[src/rtl/cdbus_rx_fetch_if.sv]
// CSR initiator bus and outgoing byte stream between the cdbus fetcher and its neighbours.
interface cdbus_rx_fetch_if;
  logic [4:0] csr_address;
  logic       csr_read;
  logic [7:0] csr_readdata;
  logic       csr_write;
  logic [7:0] csr_writedata;
  logic [7:0] m_data;
  logic       m_valid;
  logic       m_ready;
  logic       m_last;

  modport master (
    output csr_address, csr_read, csr_write, csr_writedata, m_data, m_valid, m_last,
    input  csr_readdata, m_ready
  );

  modport slave (
    input  csr_address, csr_read, csr_write, csr_writedata, m_data, m_valid, m_last,
    output csr_readdata, m_ready
  );
endinterface

[src/rtl/cdbus_rx_fetch.sv]
// Drains received cdbus frames through the controller CSR port and streams them out
// as ready/valid bytes. Polls INT_FLAG (or reacts to irq), reads one RX page, releases it.
module cdbus_rx_fetch #(
  parameter logic [4:0] REG_INT_FLAG     = 5'h10,
  parameter logic [4:0] REG_RX           = 5'h14,
  parameter logic [4:0] REG_RX_CTRL      = 5'h16,
  parameter int         RX_PENDING_BIT   = 1,
  parameter int         RX_LOST_BIT      = 3,
  parameter logic [7:0] CTRL_RST_PTR     = 8'h01,
  parameter logic [7:0] CTRL_CLR_PENDING = 8'h02,
  parameter logic [7:0] CTRL_CLR_LOST    = 8'h04,
  parameter int         POLL_GAP         = 16
) (
  input  logic                    clk,
  input  logic                    reset,
  input  logic                    enable,
  input  logic                    irq,
  cdbus_rx_fetch_if.master        bus,
  output logic [7:0]              rx_lost_cnt,
  output logic [15:0]             frame_cnt,
  output logic                    busy
);

  // state     | meaning
  // IDLE      | waiting out the poll gap (counts only while enabled)
  // POLL      | read strobe to INT_FLAG
  // POLL_W    | evaluate INT_FLAG read data
  // CLR_LOST  | write CLR_LOST to RX_CTRL
  // RST_PTR   | write RST_PTR to RX_CTRL, start a frame
  // RD        | read strobe to RX data register
  // RD_W      | capture byte, present it on the stream
  // OUT       | hold byte until the sink accepts it
  // DONE      | write CLR_PENDING to RX_CTRL, count the frame
  typedef enum logic [3:0] {
    S_IDLE, S_POLL, S_POLL_W, S_CLR_LOST, S_RST_PTR, S_RD, S_RD_W, S_OUT, S_DONE
  } state_t;

  state_t      state, state_nxt;
  logic [15:0] poll_cnt;
  logic [7:0]  idx;
  logic [8:0]  total;
  logic [8:0]  total_upd;
  logic [7:0]  data_q;
  logic        valid_q, last_q;
  logic [4:0]  addr_q, addr_c;
  logic [7:0]  wdata_q, wdata_c;
  logic        rd_c, wr_c;
  logic        poll_go;

  // Transition happens on the cycle the counter would reach zero, giving POLL_GAP idle cycles.
  assign poll_go = irq || (poll_cnt <= 16'd1);

  // Length byte sits at index 2; 3 header bytes plus at most 253 payload bytes.
  always_comb begin
    total_upd = total;
    if (idx == 8'd2)
      total_upd = 9'd3 + ((bus.csr_readdata > 8'd253) ? 9'd253 : {1'b0, bus.csr_readdata});
  end

  always_ff @(posedge clk) begin
    if (reset) begin
      state       <= S_IDLE;
      poll_cnt    <= 16'(POLL_GAP);
      idx         <= '0;
      total       <= '0;
      data_q      <= '0;
      valid_q     <= 1'b0;
      last_q      <= 1'b0;
      addr_q      <= '0;
      wdata_q     <= '0;
      rx_lost_cnt <= '0;
      frame_cnt   <= '0;
    end else begin
      state   <= state_nxt;
      addr_q  <= addr_c;
      wdata_q <= wdata_c;
      case (state)
        S_IDLE:    if (enable && !poll_go) poll_cnt <= poll_cnt - 16'd1;
        S_POLL_W: begin
          if (bus.csr_readdata[RX_LOST_BIT]) begin
            if (rx_lost_cnt != 8'hFF) rx_lost_cnt <= rx_lost_cnt + 8'd1;
          end else if (!bus.csr_readdata[RX_PENDING_BIT]) begin
            poll_cnt <= 16'(POLL_GAP);
          end
        end
        S_RST_PTR: begin
          idx   <= '0;
          total <= 9'd3;
        end
        S_RD_W: begin
          data_q  <= bus.csr_readdata;
          valid_q <= 1'b1;
          total   <= total_upd;
          last_q  <= ({1'b0, idx} == (total_upd - 9'd1));
        end
        S_OUT: begin
          if (bus.m_ready) begin
            valid_q <= 1'b0;
            last_q  <= 1'b0;
            if (!last_q) idx <= idx + 8'd1;
          end
        end
        S_DONE: begin
          frame_cnt <= frame_cnt + 16'd1;
          poll_cnt  <= 16'(POLL_GAP);
        end
        default: ;
      endcase
    end
  end

  always_comb begin
    state_nxt = state;
    case (state)
      S_IDLE:     if (enable && poll_go) state_nxt = S_POLL;
      S_POLL:     state_nxt = S_POLL_W;
      S_POLL_W: begin
        if (bus.csr_readdata[RX_LOST_BIT])         state_nxt = S_CLR_LOST;
        else if (bus.csr_readdata[RX_PENDING_BIT]) state_nxt = S_RST_PTR;
        else                                       state_nxt = S_IDLE;
      end
      S_CLR_LOST: state_nxt = S_POLL;
      S_RST_PTR:  state_nxt = S_RD;
      S_RD:       state_nxt = S_RD_W;
      S_RD_W:     state_nxt = S_OUT;
      S_OUT:      if (bus.m_ready) state_nxt = last_q ? S_DONE : S_RD;
      S_DONE:     state_nxt = S_IDLE;
      default:    state_nxt = S_IDLE;
    endcase
  end

  // Address and write data only change with a strobe; otherwise the last value is held.
  always_comb begin
    rd_c    = 1'b0;
    wr_c    = 1'b0;
    addr_c  = addr_q;
    wdata_c = wdata_q;
    case (state)
      S_POLL:     begin rd_c = 1'b1; addr_c = REG_INT_FLAG; end
      S_RD:       begin rd_c = 1'b1; addr_c = REG_RX; end
      S_CLR_LOST: begin wr_c = 1'b1; addr_c = REG_RX_CTRL; wdata_c = CTRL_CLR_LOST; end
      S_RST_PTR:  begin wr_c = 1'b1; addr_c = REG_RX_CTRL; wdata_c = CTRL_RST_PTR; end
      S_DONE:     begin wr_c = 1'b1; addr_c = REG_RX_CTRL; wdata_c = CTRL_CLR_PENDING; end
      default: ;
    endcase
  end

  assign bus.csr_read      = rd_c;
  assign bus.csr_write     = wr_c;
  assign bus.csr_address   = addr_c;
  assign bus.csr_writedata = wdata_c;
  assign bus.m_data        = data_q;
  assign bus.m_valid       = valid_q;
  assign bus.m_last        = last_q;
  assign busy              = (state != S_IDLE);

endmodule

[src/flat_wrapper.sv]
// flat-port wrapper written by rule: the top's interface ports become plain ports
module cdbus_rx_fetch_flat 
#(
  parameter logic [4:0] REG_INT_FLAG     = 5'h10,
  parameter logic [4:0] REG_RX           = 5'h14,
  parameter logic [4:0] REG_RX_CTRL      = 5'h16,
  parameter int         RX_PENDING_BIT   = 1,
  parameter int         RX_LOST_BIT      = 3,
  parameter logic [7:0] CTRL_RST_PTR     = 8'h01,
  parameter logic [7:0] CTRL_CLR_PENDING = 8'h02,
  parameter logic [7:0] CTRL_CLR_LOST    = 8'h04,
  parameter int         POLL_GAP         = 16
)
  (clk, reset, enable, irq, rx_lost_cnt, frame_cnt, busy, bus_csr_address, bus_csr_read, bus_csr_write, bus_csr_writedata, bus_m_data, bus_m_valid, bus_m_last, bus_csr_readdata, bus_m_ready);
  cdbus_rx_fetch_if bus_i ();
  input  logic clk;
  input  logic reset;
  input  logic enable;
  input  logic irq;
  output logic [7:0] rx_lost_cnt;
  output logic [15:0] frame_cnt;
  output logic busy;
  output wire logic [$bits(bus_i.csr_address)-1:0] bus_csr_address;
  output wire logic [$bits(bus_i.csr_read)-1:0] bus_csr_read;
  output wire logic [$bits(bus_i.csr_write)-1:0] bus_csr_write;
  output wire logic [$bits(bus_i.csr_writedata)-1:0] bus_csr_writedata;
  output wire logic [$bits(bus_i.m_data)-1:0] bus_m_data;
  output wire logic [$bits(bus_i.m_valid)-1:0] bus_m_valid;
  output wire logic [$bits(bus_i.m_last)-1:0] bus_m_last;
  input wire logic [$bits(bus_i.csr_readdata)-1:0] bus_csr_readdata;
  input wire logic [$bits(bus_i.m_ready)-1:0] bus_m_ready;
  assign bus_csr_address = bus_i.csr_address;
  assign bus_csr_read = bus_i.csr_read;
  assign bus_csr_write = bus_i.csr_write;
  assign bus_csr_writedata = bus_i.csr_writedata;
  assign bus_m_data = bus_i.m_data;
  assign bus_m_valid = bus_i.m_valid;
  assign bus_m_last = bus_i.m_last;
  assign bus_i.csr_readdata = bus_csr_readdata;
  assign bus_i.m_ready = bus_m_ready;
  cdbus_rx_fetch #(.REG_INT_FLAG(REG_INT_FLAG), .REG_RX(REG_RX), .REG_RX_CTRL(REG_RX_CTRL), .RX_PENDING_BIT(RX_PENDING_BIT), .RX_LOST_BIT(RX_LOST_BIT), .CTRL_RST_PTR(CTRL_RST_PTR), .CTRL_CLR_PENDING(CTRL_CLR_PENDING), .CTRL_CLR_LOST(CTRL_CLR_LOST), .POLL_GAP(POLL_GAP)) u_core (.clk(clk), .reset(reset), .enable(enable), .irq(irq), .bus(bus_i), .rx_lost_cnt(rx_lost_cnt), .frame_cnt(frame_cnt), .busy(busy));
endmodule
[config.mk]
export PLATFORM = sky130hd
export DESIGN_NAME = cdbus_rx_fetch_flat
export DESIGN_NICKNAME = d
export VERILOG_FILES = /design/src/rtl/cdbus_rx_fetch_if.sv /design/src/rtl/cdbus_rx_fetch.sv /design/src/flat_wrapper.sv
export SDC_FILE = /design/constraint.sdc
export NUM_CORES = 1
export LEC_CHECK = 0
export CAP_MARGIN = 20
export CORE_MARGIN = 4
export CORE_UTILIZATION = 38
export CTS_BUF_LIST = sky130_fd_sc_hd__clkbuf_4 sky130_fd_sc_hd__clkbuf_8
export CTS_CLUSTER_SIZE = 16
export DETAILED_ROUTE_END_ITERATION = 7
export PLACE_DENSITY_LB_ADDON = 0.12
export SLEW_MARGIN = 10
export SYNTH_ARGS = -nofsm -noshare
export SYNTH_HDL_FRONTEND = slang
export SYNTH_SLANG_ARGS = --single-unit
[constraint.sdc]
create_clock -name clk -period 3 [get_ports clk]
set_clock_uncertainty 0.05 [all_clocks]
set_input_delay 0.45 -clock clk [delete_from_list [all_inputs] [get_ports clk]]
set_output_delay 0.45 -clock clk [all_outputs]
set_load 0.02 [all_outputs]
==> results.txt, run 1 <==
----------------------------------------------------
[Floorplanning]
  Top-Level Pins ... 63
  Die area ... about 13000 sq um
  Die X ... approximately 110 microns
  Overall die height ... 114.8 microns
  Number of rows created at floorplan ... 38
  Initial standard-cell utilization of the core ... 39.44%
  Placeable core area ... 10980 sq um

[STA]
  Normalized max-slew margin ... between 60% and 70%
  Final Max Slew Viols ... 0
  Slew at the pin closest to its max-slew limit ... 0.4936 ns
  Period utilisation layout ... 92.70%
  Number of setup violations in the final report ... 0
  Highest Clock Rate ... 359.6 MHz
  Unrepaired setup endpoints after global routing ... no
  Minimum clock period ... about 2.8 ns
  Count of endpoints failing hold in the final timing report ... 0
  TNS Setup ... 0 ns

[Cells and area]
  Layout cell share with drive strength beyond 1 ... 11.91%
  Most common library cell in the layout ignoring fill and taps ... sky130_fd_sc_hd__nor2_1
  Antenna diodes ... 0
  Filler-free cell count of the finished design ... 753
  Most used cells in the layout excluding fill and tap cells ... sky130_fd_sc_hd__nor2_1, sky130_fd_sc_hd__dfxtp_1, sky130_fd_sc_hd__clkdlybuf4s50_1
  Area growth syn-to-layout ... 26.43%
  Net count, final ... 628

[Synthesis]
  Fraction of the yosys area taken by sequential cells ... between 30% and 40%
  Number of distinct library cell variants in the gate-level netlist after synthesis ... 62
  Ys async rst share ... 0%
  Adder-Cell Fraction of Synth Area ... 2.022%
  Synthesized area per cell ... 8.204 sq um
  Synth Area in Compound Gates ... 14.38%
  Largest family of logic cells by synthesized area ... simple AND/OR/NAND/NOR gates
  Synth Net Count ... about 550
  Synthesized netlist cell count ... 528
  Area share of and/or/nand/nor cells after synthesis ... 28.45%
  Most instantiated flip-flop cell in the synthesis netlist ... sky130_fd_sc_hd__dfxtp_1
  Xor/xnor share of the synthesized area ... 9.908%
  Yosys warning total ... 0
  Post-Syn Area ... 4332 sq um
  Mux cell area share after synthesis ... 2.455%
  Flops & latches, synth ... 84
  Number of enable flip-flop cells after synthesis ... 0

[Route]
  Post-detailed-route count of antenna-violating nets ... 0
  Post-route DRC violation count ... 0
  Total number of vias ... 3883
  Routed length per instance ... 14.07 microns
  Post-Route WL ... 10590 microns
  Number of iterations in the first detailed-routing pass ... 4
  Via-to-Cell Ratio ... 5.157
  Violation count after the first detailed-route iteration ... 298

[Clock network]
  Number of hold-repair buffers added at the cts stage ... 0
  Maximum clock insertion buffer count ... 2
  Insertion delay of the later-clocked pin in the worst-skew pair ... 0.37 ns
  Number of post-CTS setup repair buffers ... 0
  Clock Sink Count ... 84
  CTS buffer count ... 9
  Number of cells upsized or downsized after cts ... 0
  Register clock-pin slew on the reported worst setup and hold paths ... approximately 0.080 ns
  Master cell of the clock root buffer ... sky130_fd_sc_hd__clkbuf_8
  Count of H-tree levels built during CTS ... 3
  TritonCTS clock tree ... yes

[Hold path]
  Min-Delay Path Class ... reg -> reg
  Startpoint of the worst hold path ... u_core.bus.m_data[6]

[Global route]
  Remaining Overflow, GRT ... 0
  Number of global-route vias before repair ... 3768
  GRT Util Overall ... 16.68%
  Antenna violations before repair ... 0
  Largest net degree at the start of global routing ... 47
  Global-route wire length before repair ... 17770 microns

[Power and ir drop]
  Leak ... 1.995 nW
  Maximum vdd ir drop ... 0.3875 mV
  Pwr Density ... 640.0 nW/um^2

[Critical path]
  Slowest cell on the critical path ... sky130_fd_sc_hd__clkdlybuf4s50_1
  Worst endpoint data arrival time ... around 2.3 ns
  Worst Setup End Kind ... output port
  Largest fanout on the critical path ... 9
  Worst Setup Path Type ... reg -> out
  Setup crit start kind ... flip-flop
  Delay contributed by the slowest stage of the critical path ... 0.61 ns
  Critical register-to-register path startpoint ... u_core.idx[1]
  CP dominant cell by count ... sky130_fd_sc_hd__and2_1
  Crit path required time ... 2.50 ns
  Start point of the critical path ... u_core.state[2]
  Cell chain of the critical path ... inv_1 > nand2_1 > and2_1 > nor3_1 > a31oi_1 > buf_4 > and2_1 > clkdlybuf4s50_1

[Outcome]
  Result of the run ... completed

[Place]
  Inst Count DP ... 737
  Placer's final routability congestion estimate ... 0.9147
  Detailed placement HPWL ... 7824 microns
  Input/output buffers ... 62

[Run]
  Max-cap violation count ... 0

----------------------------------------------------
-- routing by layer --
metal  track usage [%]  up-vias  part of all wire, %
li1                  -     1976                    -
met4             6.886        0                  1.9
met1             21.62     1832                   47
met5                 0        -                    0
met3             3.684       14                  3.5
met2             26.97       61                   47
-- final timing paths --
path / end / cells after the start / slack, ns
max: bus_csr_writedata[6] / 8 / 0.22
min: u_core.bus.m_data[6] / 2 / 0.41
max reg2reg: u_core.bus.m_last / 11 / 0.29
min reg2reg: u_core.bus.m_data[6] / 2 / 0.41
-- cell families after synthesis --
group / Yosys count
AO/OA/AOI/OAI: 96
XOR/XNOR: 49
adder cells (fa/ha/maj): 7
buffers and inverters: 37
flip-flops: 84
multiplexers: 10
AND/OR/NAND/NOR: 245
-- state kept, by name, summed over array words and instances (netlist names) --
register and cells:
u_core.poll_cnt 16, u_core.wdata_q 8, u_core.idx 8, u_core.frame_cnt 16, u_core.bus.m_last 1, u_core.rx_lost_cnt 8, u_core.state 4, u_core.total 9
u_core.bus.m_valid 1, u_core.addr_q 5, u_core.bus.m_data 8
-- cells in the mapped netlist (2+ instances only) --
cell type / number / area, sq um
sky130_fd_sc_hd__buf_6: 4 / 45.04
sky130_fd_sc_hd__a21oi_1: 31 / 155.2
sky130_fd_sc_hd__nor2b_1: 16 / 100.1
sky130_fd_sc_hd__nor2_1: 83 / 311.6
sky130_fd_sc_hd__mux2i_1: 8 / 80.08
sky130_fd_sc_hd__or2_2: 3 / 18.77
sky130_fd_sc_hd__o21ai_0: 24 / 120.1
sky130_fd_sc_hd__o31ai_1: 3 / 22.52
sky130_fd_sc_hd__xnor2_1: 18 / 157.7
sky130_fd_sc_hd__o211ai_1: 3 / 22.52
sky130_fd_sc_hd__buf_2: 2 / 10.01
sky130_fd_sc_hd__and2_1: 9 / 56.30
sky130_fd_sc_hd__a31oi_1: 2 / 12.51
sky130_fd_sc_hd__o31a_1: 2 / 17.52
sky130_fd_sc_hd__nand4_1: 6 / 37.54
sky130_fd_sc_hd__ha_1: 7 / 87.58
sky130_fd_sc_hd__clkbuf_1: 17 / 63.81
sky130_fd_sc_hd__or3_2: 2 / 15.01
sky130_fd_sc_hd__nand2_1: 57 / 214.0
sky130_fd_sc_hd__and3_1: 7 / 43.79
sky130_fd_sc_hd__or4_1: 2 / 15.01
sky130_fd_sc_hd__nor3_1: 6 / 30.03
sky130_fd_sc_hd__a221oi_1: 2 / 17.52
sky130_fd_sc_hd__nand4b_1: 5 / 43.79
sky130_fd_sc_hd__nand2b_1: 6 / 37.54
sky130_fd_sc_hd__buf_1: 2 / 7.510
sky130_fd_sc_hd__a22oi_1: 8 / 60.06
sky130_fd_sc_hd__nor3b_1: 2 / 15.01
sky130_fd_sc_hd__nand3_1: 23 / 115.1
sky130_fd_sc_hd__xor2_1: 31 / 271.5
sky130_fd_sc_hd__o22ai_1: 2 / 12.51
sky130_fd_sc_hd__a211oi_1: 4 / 30.03
sky130_fd_sc_hd__dfxtp_1: 84 / 1682
sky130_fd_sc_hd__inv_1: 12 / 45.04
sky130_fd_sc_hd__and4_1: 2 / 17.52
sky130_fd_sc_hd__or3_1: 7 / 43.79
-- power breakdown --
| group | leakage (nW) | switching [mW] | total [mW] | internal [mW] |
|---|---|---|---|---|
| combinational | 1.20 | 0.716 | 1.27 | 0.557 |
| sequential | 0.680 | 0.112 | 1.32 | 1.21 |
| clock | 0.111 | 0.420 | 0.912 | 0.492 |
-- per-stage QoR --
stage | total power [mW] | setup WS, ns | cell area (sq um) | hold WS [ns] | utilization, %
3_5_place_dp | 2.606 | -0.05188 | 5236 | 0.4010 | 47.68
6_report | 3.505 | 0.2190 | 5477 | 0.4077 | 49.86
5_1_grt | 3.752 | 0.04047 | 5477 | 0.4334 | 49.86
4_1_cts | 3.541 | 0.04201 | 5460 | 0.4128 | 49.72
3_3_place_gp | 2.594 | 0.04106 | 5236 | 0.3988 | 47.68
2_1_floorplan | 2.198 | 0.3638 | 4332 | 0.4034 | -
-- area by class of cell --
cell class / count / area (sq um)
clock buffer: 11 / 138.9
clock inverter: 5 / 85.08
fill: 1061 / 5507
inverter: 12 / 45.04
multi-input combinational: 407 / 2490
sequential: 84 / 1687
tap: 140 / 175.2
timing repair buffer: 94 / 855.8
-- critical path: cells and delay by family, from the launching register on --
family,cells,cell delay (ns)
buffers and inverters,3,0.90
DFF,1,0.40
and+or+nand+nor,4,0.47
AOI/OAI and AO/OA,1,0.15
No activity file was read; power rests on OpenSTA's default activity.
==> inputs of run 2 (changes only) <==
CORE_UTILIZATION = 60   (was 38)
clock period = 3.3 ns   (was 3 ns; I/O delays follow)
==> results.txt, run 2 (synthesized netlist as in run 1, its figures left out) <==
----------------------------------------------------
[Floorplanning]
  Die X ... 92.97 microns (-19%)
  Initial standard-cell utilization of the core ... 62.72% (+23 points)
  Top-Level Pins ... 63 (unchanged)
  Die area ... 8642 sq um (-34%)
  Placeable core area ... 6907 sq um (-37%)
  Number of rows created at floorplan ... 30 (-21%)
  Overall die height ... 92.97 microns (-19%)

[Clock network]
  Number of hold-repair buffers added at the cts stage ... 0 (unchanged)
  Count of H-tree levels built during CTS ... 3 (unchanged)
  TritonCTS clock tree ... yes
  Insertion delay of the later-clocked pin in the worst-skew pair ... 0.34 ns (-0.03 ns)
  Clock Sink Count ... 84 (unchanged)
  Number of cells upsized or downsized after cts ... 0 (unchanged)
  Register clock-pin slew on the reported worst setup and hold paths ... 0.08 ns (about the same)
  CTS buffer count ... 9 (unchanged)
  Number of post-CTS setup repair buffers ... 0 (unchanged)
  Maximum clock insertion buffer count ... 2 (unchanged)
  Master cell of the clock root buffer ... sky130_fd_sc_hd__clkbuf_8

[Cells and area]
  Filler-free cell count of the finished design ... 690 (-8.4%)
  Net count, final ... 609 (-3.0%)
  Design area ... 5216 sq um (-4.8%)
  Seq. cell area ... 1683 sq um (-0.22%)
  Antenna diodes ... 0 (unchanged)
  Total of fill cells in the finished design ... 551 (-48%)
  Util after Layout ... 75.53% (+26 points)
  Most used cells in the layout excluding fill and tap cells ... sky130_fd_sc_hd__nor2_1, sky130_fd_sc_hd__dfxtp_1, sky130_fd_sc_hd__clkdlybuf4s50_1
  Largest registers ... u_core.frame_cnt: 16 flops, u_core.poll_cnt: 16 flops, u_core.total: 9 flops
  Multi-input logic area ... 2479 sq um (-0.45%)
  Layout cell share with drive strength beyond 1 ... 8.081% (-3.8 points)
  Area growth syn-to-layout ... 20.42%

[Route]
  Routed length per instance ... 14.26 microns (+1.4%)
  Via-to-Cell Ratio ... 5.633 (+9.2%)
  Total number of vias ... 3887 (+0.10%)
  Number of iterations in the first detailed-routing pass ... 5 (+1)
  Post-detailed-route count of antenna-violating nets ... 0 (unchanged)
  Violation count after the first detailed-route iteration ... 200 (-33%)
  Post-route DRC violation count ... 0 (unchanged)
  Post-Route WL ... 9839 microns (-7.1%)

[Critical path]
  Critical register-to-register path startpoint ... u_core.idx[1]
  Worst Setup End Kind ... output port
  Worst Setup Path Type ... reg -> out
  Largest fanout on the critical path ... 13 (+4)
  Last element of the critical path ... bus_csr_writedata[3]
  CP dominant cell by count ... sky130_fd_sc_hd__and2_1
  Crit path required time ... 2.75 ns (+0.25 ns)
  Cell chain of the critical path ... nand2b_1 > and2_1 > nor3_1 > a31oi_1 > buf_4 > and2_1 > clkdlybuf4s50_1
  Slowest cell on the critical path ... sky130_fd_sc_hd__clkdlybuf4s50_1
  Reg-to-reg endpoint ... u_core.bus.m_last
  FF-to-FF setup slack ... 0.40 ns (+0.11 ns)
  Worst endpoint data arrival time ... 2.45 ns (+0.17 ns)
  Start point of the critical path ... u_core.state[3]
  Delay contributed by the slowest stage of the critical path ... 0.62 ns (about the same)
  Number of cells on the worst reg-to-reg path ... 10 (-1)
  Setup crit start kind ... flip-flop

[STA]
  Count of endpoints failing hold in the final timing report ... 0 (unchanged)
  Final Max Slew Viols ... 0 (unchanged)
  Slew at the pin closest to its max-slew limit ... 0.5685 ns (+0.07493 ns)
  Normalized max-slew margin ... 61.01% (-5.8 points)
  TNS Setup ... 0 ns (unchanged)
  Unrepaired setup endpoints after global routing ... no
  Minimum clock period ... 2.990 ns
  Final WS setup ... 0.3097 ns (+0.09074 ns)
  Highest Clock Rate ... 334.4 MHz
  Number of setup violations in the final report ... 0 (unchanged)
  Smallest hold slack ... 0.4083 ns (+0.0006100 ns)
  Period utilisation layout ... 90.61%

[Global route]
  Antenna violations before repair ... 0 (unchanged)
  Number of global-route vias before repair ... 3668 (-2.7%)
  Global-route wire length before repair ... 16600 microns (-6.6%)
  GRT Util Overall ... 23.69% (+7.0 points)
  Remaining Overflow, GRT ... 0 (unchanged)
  Largest net degree at the start of global routing ... 36 (-23%)

[Run]
  Max-cap violation count ... 0 (unchanged)

[Place]
  Inst Count DP ... 674 (-8.5%)
  Pre-CTS setup slack ... 0.06423 ns (+0.1161 ns)
  Detailed placement HPWL ... 7250 microns (-7.3%)
  Placed Instance Area ... 5039 sq um (-3.8%)
  Placer's final routability congestion estimate ... 0.9148 (about the same)
  Input/output buffers ... 62 (unchanged)

[Power and ir drop]
  Total design power ... 2.947 mW (-16%)
  Leak ... 1.878 nW (-5.9%)
  Pwr Density ... 565.0 nW/um^2 (-12%)
  Maximum vdd ir drop ... 0.5846 mV (+51%)

[Hold path]
  Min-Delay Path Class ... reg -> reg

[Outcome]
  Result of the run ... completed

----------------------------------------------------
[run 2: cell types whose count changed in the layout (fill, tap and decap cells not counted)]
cell and delta:
sky130_fd_sc_hd__a2111oi_2 -1, sky130_fd_sc_hd__ha_2 -1, sky130_fd_sc_hd__clkinvlp_4 +1, sky130_fd_sc_hd__buf_4 -19
sky130_fd_sc_hd__nor2_2 -1, sky130_fd_sc_hd__dfxtp_1 +3, sky130_fd_sc_hd__dfxtp_2 -3, sky130_fd_sc_hd__ha_1 +1
sky130_fd_sc_hd__a2111oi_0 +1, sky130_fd_sc_hd__clkinv_2 +1, sky130_fd_sc_hd__nor2_1 +1, sky130_fd_sc_hd__bufinv_16 -2
sky130_fd_sc_hd__o21ai_1 -1, sky130_fd_sc_hd__o21ai_0 +1
[run 2: power by group]
group	internal [mW]	total, mW	switching [mW]
registers	1.10	1.18	0.0862
clock network	0.293	0.660	0.367
logic	0.461	1.11	0.645
[run 2: critical path, delay by kind of cell, from the launching register on]
| family | cells | cell delay (ns) |
|---|---|---|
| AOI/OAI and AO/OA | 1 | 0.18 |
| buffers and inverters | 2 | 0.79 |
| DFF | 1 | 0.46 |
| and+or+nand+nor | 4 | 0.66 |
[run 2: area by class of cell]
| class | count | share of cell area (%) |
|---|---|---|
| Clock inverter | 5 | 0.7196 |
| Multi-Input combinational cell | 407 | 47.52 |
| Tap cell | 96 | 2.303 |
| Clock buffer | 11 | 2.663 |
| Inverter | 12 | 0.8635 |
| Timing Repair Buffer | 75 | 13.67 |
| Sequential cell | 84 | 32.26 |
[run 2: layer usage]
layer / vias to the layer above / GRT usage [%] / share of wire [%] / wire (microns)
li1: 1939 / - / - / -
met1: 1800 / 29.60 / 43 / 4246
met2: 127 / 39.71 / 49 / 4782
met3: 21 / 5.930 / 6.0 / 589
met4: 0 / 8.059 / 2.2 / 219
met5: - / 0 / 0 / 0
[run 2: worst min-delay path by stage]
| stage | startpoint | endpoint | cells past startpoint |
|---|---|---|---|
| final | u_core.bus.m_data[0] | u_core.bus.m_data[0] | 2 |
| after global routing | u_core.bus.m_data[3] | u_core.bus.m_data[3] | 2 |
| after CTS | u_core.bus.m_data[0] | u_core.bus.m_data[0] | 2 |
| after detailed placement | u_core.bus.m_data[0] | u_core.bus.m_data[0] | 2 |
| after global placement | u_core.bus.m_data[2] | u_core.bus.m_data[2] | 2 |
| after floorplan | u_core.poll_cnt[7] | u_core.poll_cnt[7] | 2 |
==> inputs of run 3 (changes only) <==
CORE_UTILIZATION = 56   (was 60)
clock period = 3.1 ns   (was 3.3 ns; I/O delays follow)
==> results.txt, run 3 (synthesized netlist as in run 1, its figures left out) <==
----------------------------------------------------
[Clock network]
  Insertion delay of the later-clocked pin in the worst-skew pair ... 0.36 ns (+0.02 ns)
  Register clock-pin slew on the reported worst setup and hold paths ... 0.10 ns (+0.02 ns)
  Count of H-tree levels built during CTS ... 3 (unchanged)
  Clock Sink Count ... 84 (unchanged)
  CTS buffer count ... 9 (unchanged)
  Maximum clock insertion buffer count ... 2 (unchanged)
  Number of post-CTS setup repair buffers ... 0 (unchanged)
  TritonCTS clock tree ... yes
  Master cell of the clock root buffer ... sky130_fd_sc_hd__clkbuf_8

[STA]
  Smallest hold slack ... 0.4189 ns (+0.01060 ns)
  Highest Clock Rate ... between 300 and 400 MHz
  Minimum clock period ... 2.889 ns
  Number of setup violations in the final report ... 0 (unchanged)
  Final Max Slew Viols ... 0 (unchanged)
  Count of endpoints failing hold in the final timing report ... 0 (unchanged)
  Final WS setup ... 0.2114 ns (-0.09839 ns)
  Unrepaired setup endpoints after global routing ... no
  Period utilisation layout ... between 90% and 100%
  Slew at the pin closest to its max-slew limit ... 0.6061 ns (+0.03752 ns)
  Normalized max-slew margin ... 59.60% (-1.4 points)
  TNS Setup ... 0 ns (unchanged)

[Floorplanning]
  Placeable core area ... 7370 sq um (+6.7%)
  Overall die height ... 95.95 microns (+3.2%)
  Die X ... 95.95 microns (+3.2%)
  Initial standard-cell utilization of the core ... 58.78% (-3.9 points)
  Die area ... 9206 sq um (+6.5%)
  Top-Level Pins ... 63 (unchanged)
  Number of rows created at floorplan ... 31 (+3.3%)

[Cells and area]
  Total of fill cells in the finished design ... 598 (+8.5%)
  Area growth syn-to-layout ... 23.19%
  Antenna diodes ... 0 (unchanged)
  Layout cell share with drive strength beyond 1 ... 10.07% (+2.0 points)
  Largest registers ... u_core.frame_cnt: 16 flops, u_core.poll_cnt: 16 flops, u_core.total: 9 flops
  Net count, final ... 621 (+2.0%)
  Design area ... 5336 sq um (+2.3%)
  Most common library cell in the layout ignoring fill and taps ... sky130_fd_sc_hd__dfxtp_1
  Most used cells in the layout excluding fill and tap cells ... sky130_fd_sc_hd__dfxtp_1, sky130_fd_sc_hd__nor2_1, sky130_fd_sc_hd__clkdlybuf4s50_1

[Route]
  Post-detailed-route count of antenna-violating nets ... 0 (unchanged)
  Post-Route WL ... 10630 microns (+8.1%)
  Number of iterations in the first detailed-routing pass ... 4 (-1)
  Routed length per instance ... 15.08 microns (+5.8%)
  Violation count after the first detailed-route iteration ... 231 (+16%)
  Via-to-Cell Ratio ... 5.555 (-1.4%)
  Total number of vias ... 3916 (+0.75%)
  Post-route DRC violation count ... 0 (unchanged)

[Critical path]
  Worst endpoint data arrival time ... 2.37 ns (-0.08 ns)
  Worst Setup Path Type ... reg -> out
  Crit path required time ... 2.58 ns (-0.17 ns)
  Number of cells on the worst reg-to-reg path ... 13 (+3)
  Critical register-to-register path startpoint ... u_core.idx[0]
  Setup crit start kind ... flip-flop
  Worst Setup End Kind ... output port
  Start point of the critical path ... u_core.state[3]
  Largest fanout on the critical path ... 9 (-4)

[Place]
  Input/output buffers ... 62 (unchanged)
  Placer's final routability congestion estimate ... 0.8994 (-1.7%)
  Pre-CTS setup slack ... 0.01542 ns (-0.04881 ns)
  Detailed placement HPWL ... 7730 microns (+6.6%)
  Placed Instance Area ... 5132 sq um (+1.9%)

[Global route]
  Number of global-route vias before repair ... 3798 (+3.5%)
  Antenna violations before repair ... 0 (unchanged)
  Global-route wire length before repair ... 17720 microns (+6.7%)
  GRT Util Overall ... 24.51% (+0.83 points)
  Largest net degree at the start of global routing ... 37 (+2.8%)
  Remaining Overflow, GRT ... 0 (unchanged)

[Run]
  Max-cap violation count ... 0 (unchanged)

[Hold path]
  Worst hold stages ... 2 (unchanged)
  Min-Delay Path Class ... reg -> reg
  Startpoint of the worst hold path ... u_core.bus.m_data[7]

[Power and ir drop]
  Leak ... 1.940 nW (+3.3%)
  Pwr Density ... 619.5 nW/um^2 (+9.6%)
  Maximum vdd ir drop ... 0.4636 mV (-21%)
  Total design power ... 3.306 mW (+12%)

[Outcome]
  Result of the run ... completed

----------------------------------------------------
## run 3: stage by stage
| stage | util, % | cells |
|---|---|---|
| after global routing | 72.41 | 705 |
| after global placement | 69.64 | 689 |
| after floorplan | - | 528 |
| after detailed placement | 69.64 | 689 |
| after CTS | 72.34 | 705 |
| final | 72.41 | 705 |
## run 3: final timing paths
| check | to | slack [ns] |
|---|---|---|
| setup / recovery | bus_csr_writedata[5] | 0.21 |
| hold / removal | u_core.bus.m_data[7] | 0.42 |
| setup reg to reg | u_core.bus.m_last | 0.23 |
| hold reg to reg | u_core.bus.m_data[7] | 0.42 |
## run 3: power breakdown
part / switching [mW] / total (mW) / internal, mW / leakage, nW
clock network: 0.420 / 0.797 / 0.376 / 0.0923
registers: 0.0932 / 1.26 / 1.17 / 0.679
logic: 0.714 / 1.25 / 0.536 / 1.17
total: 1.23 / 3.31 / 2.08 / 1.94
## run 3: per-layer routing
| metal | wire length (microns) | track usage [%] |
|---|---|---|
| met5 | 0 | 0 |
| met4 | 233 | 10.90 |
| met3 | 382 | 4.300 |
| met2 | 5363 | 42.15 |
| met1 | 4654 | 29.84 |
## run 3: worst max-delay path, cell delays in order (launching register included)
cell and delay (ns):
sky130_fd_sc_hd__dfxtp_1 0.42, sky130_fd_sc_hd__nand2b_1 0.27, sky130_fd_sc_hd__and2_1 0.18, sky130_fd_sc_hd__nor3_1 0.04
sky130_fd_sc_hd__a31oi_1 0.17, sky130_fd_sc_hd__buf_4 0.18, sky130_fd_sc_hd__and2_1 0.15, sky130_fd_sc_hd__clkdlybuf4s50_1 0.61
## run 3: what timing repair did
action,in CTS,in global routing
resized for setup,0,4
setup endpoints to repair,0,1
hold buffers,0,0
## run 3: area by class of cell
class	count	area, sq um	share of cell area (%)
clock buffer	9	123.9	2.321
clock inverter	7	75.07	1.407
inverter	12	45.04	0.8441
multi-input combinational	407	2484	46.54
sequential	84	1682	31.51
tap	99	123.9	2.321
timing repair buffer	87	803.3	15.05
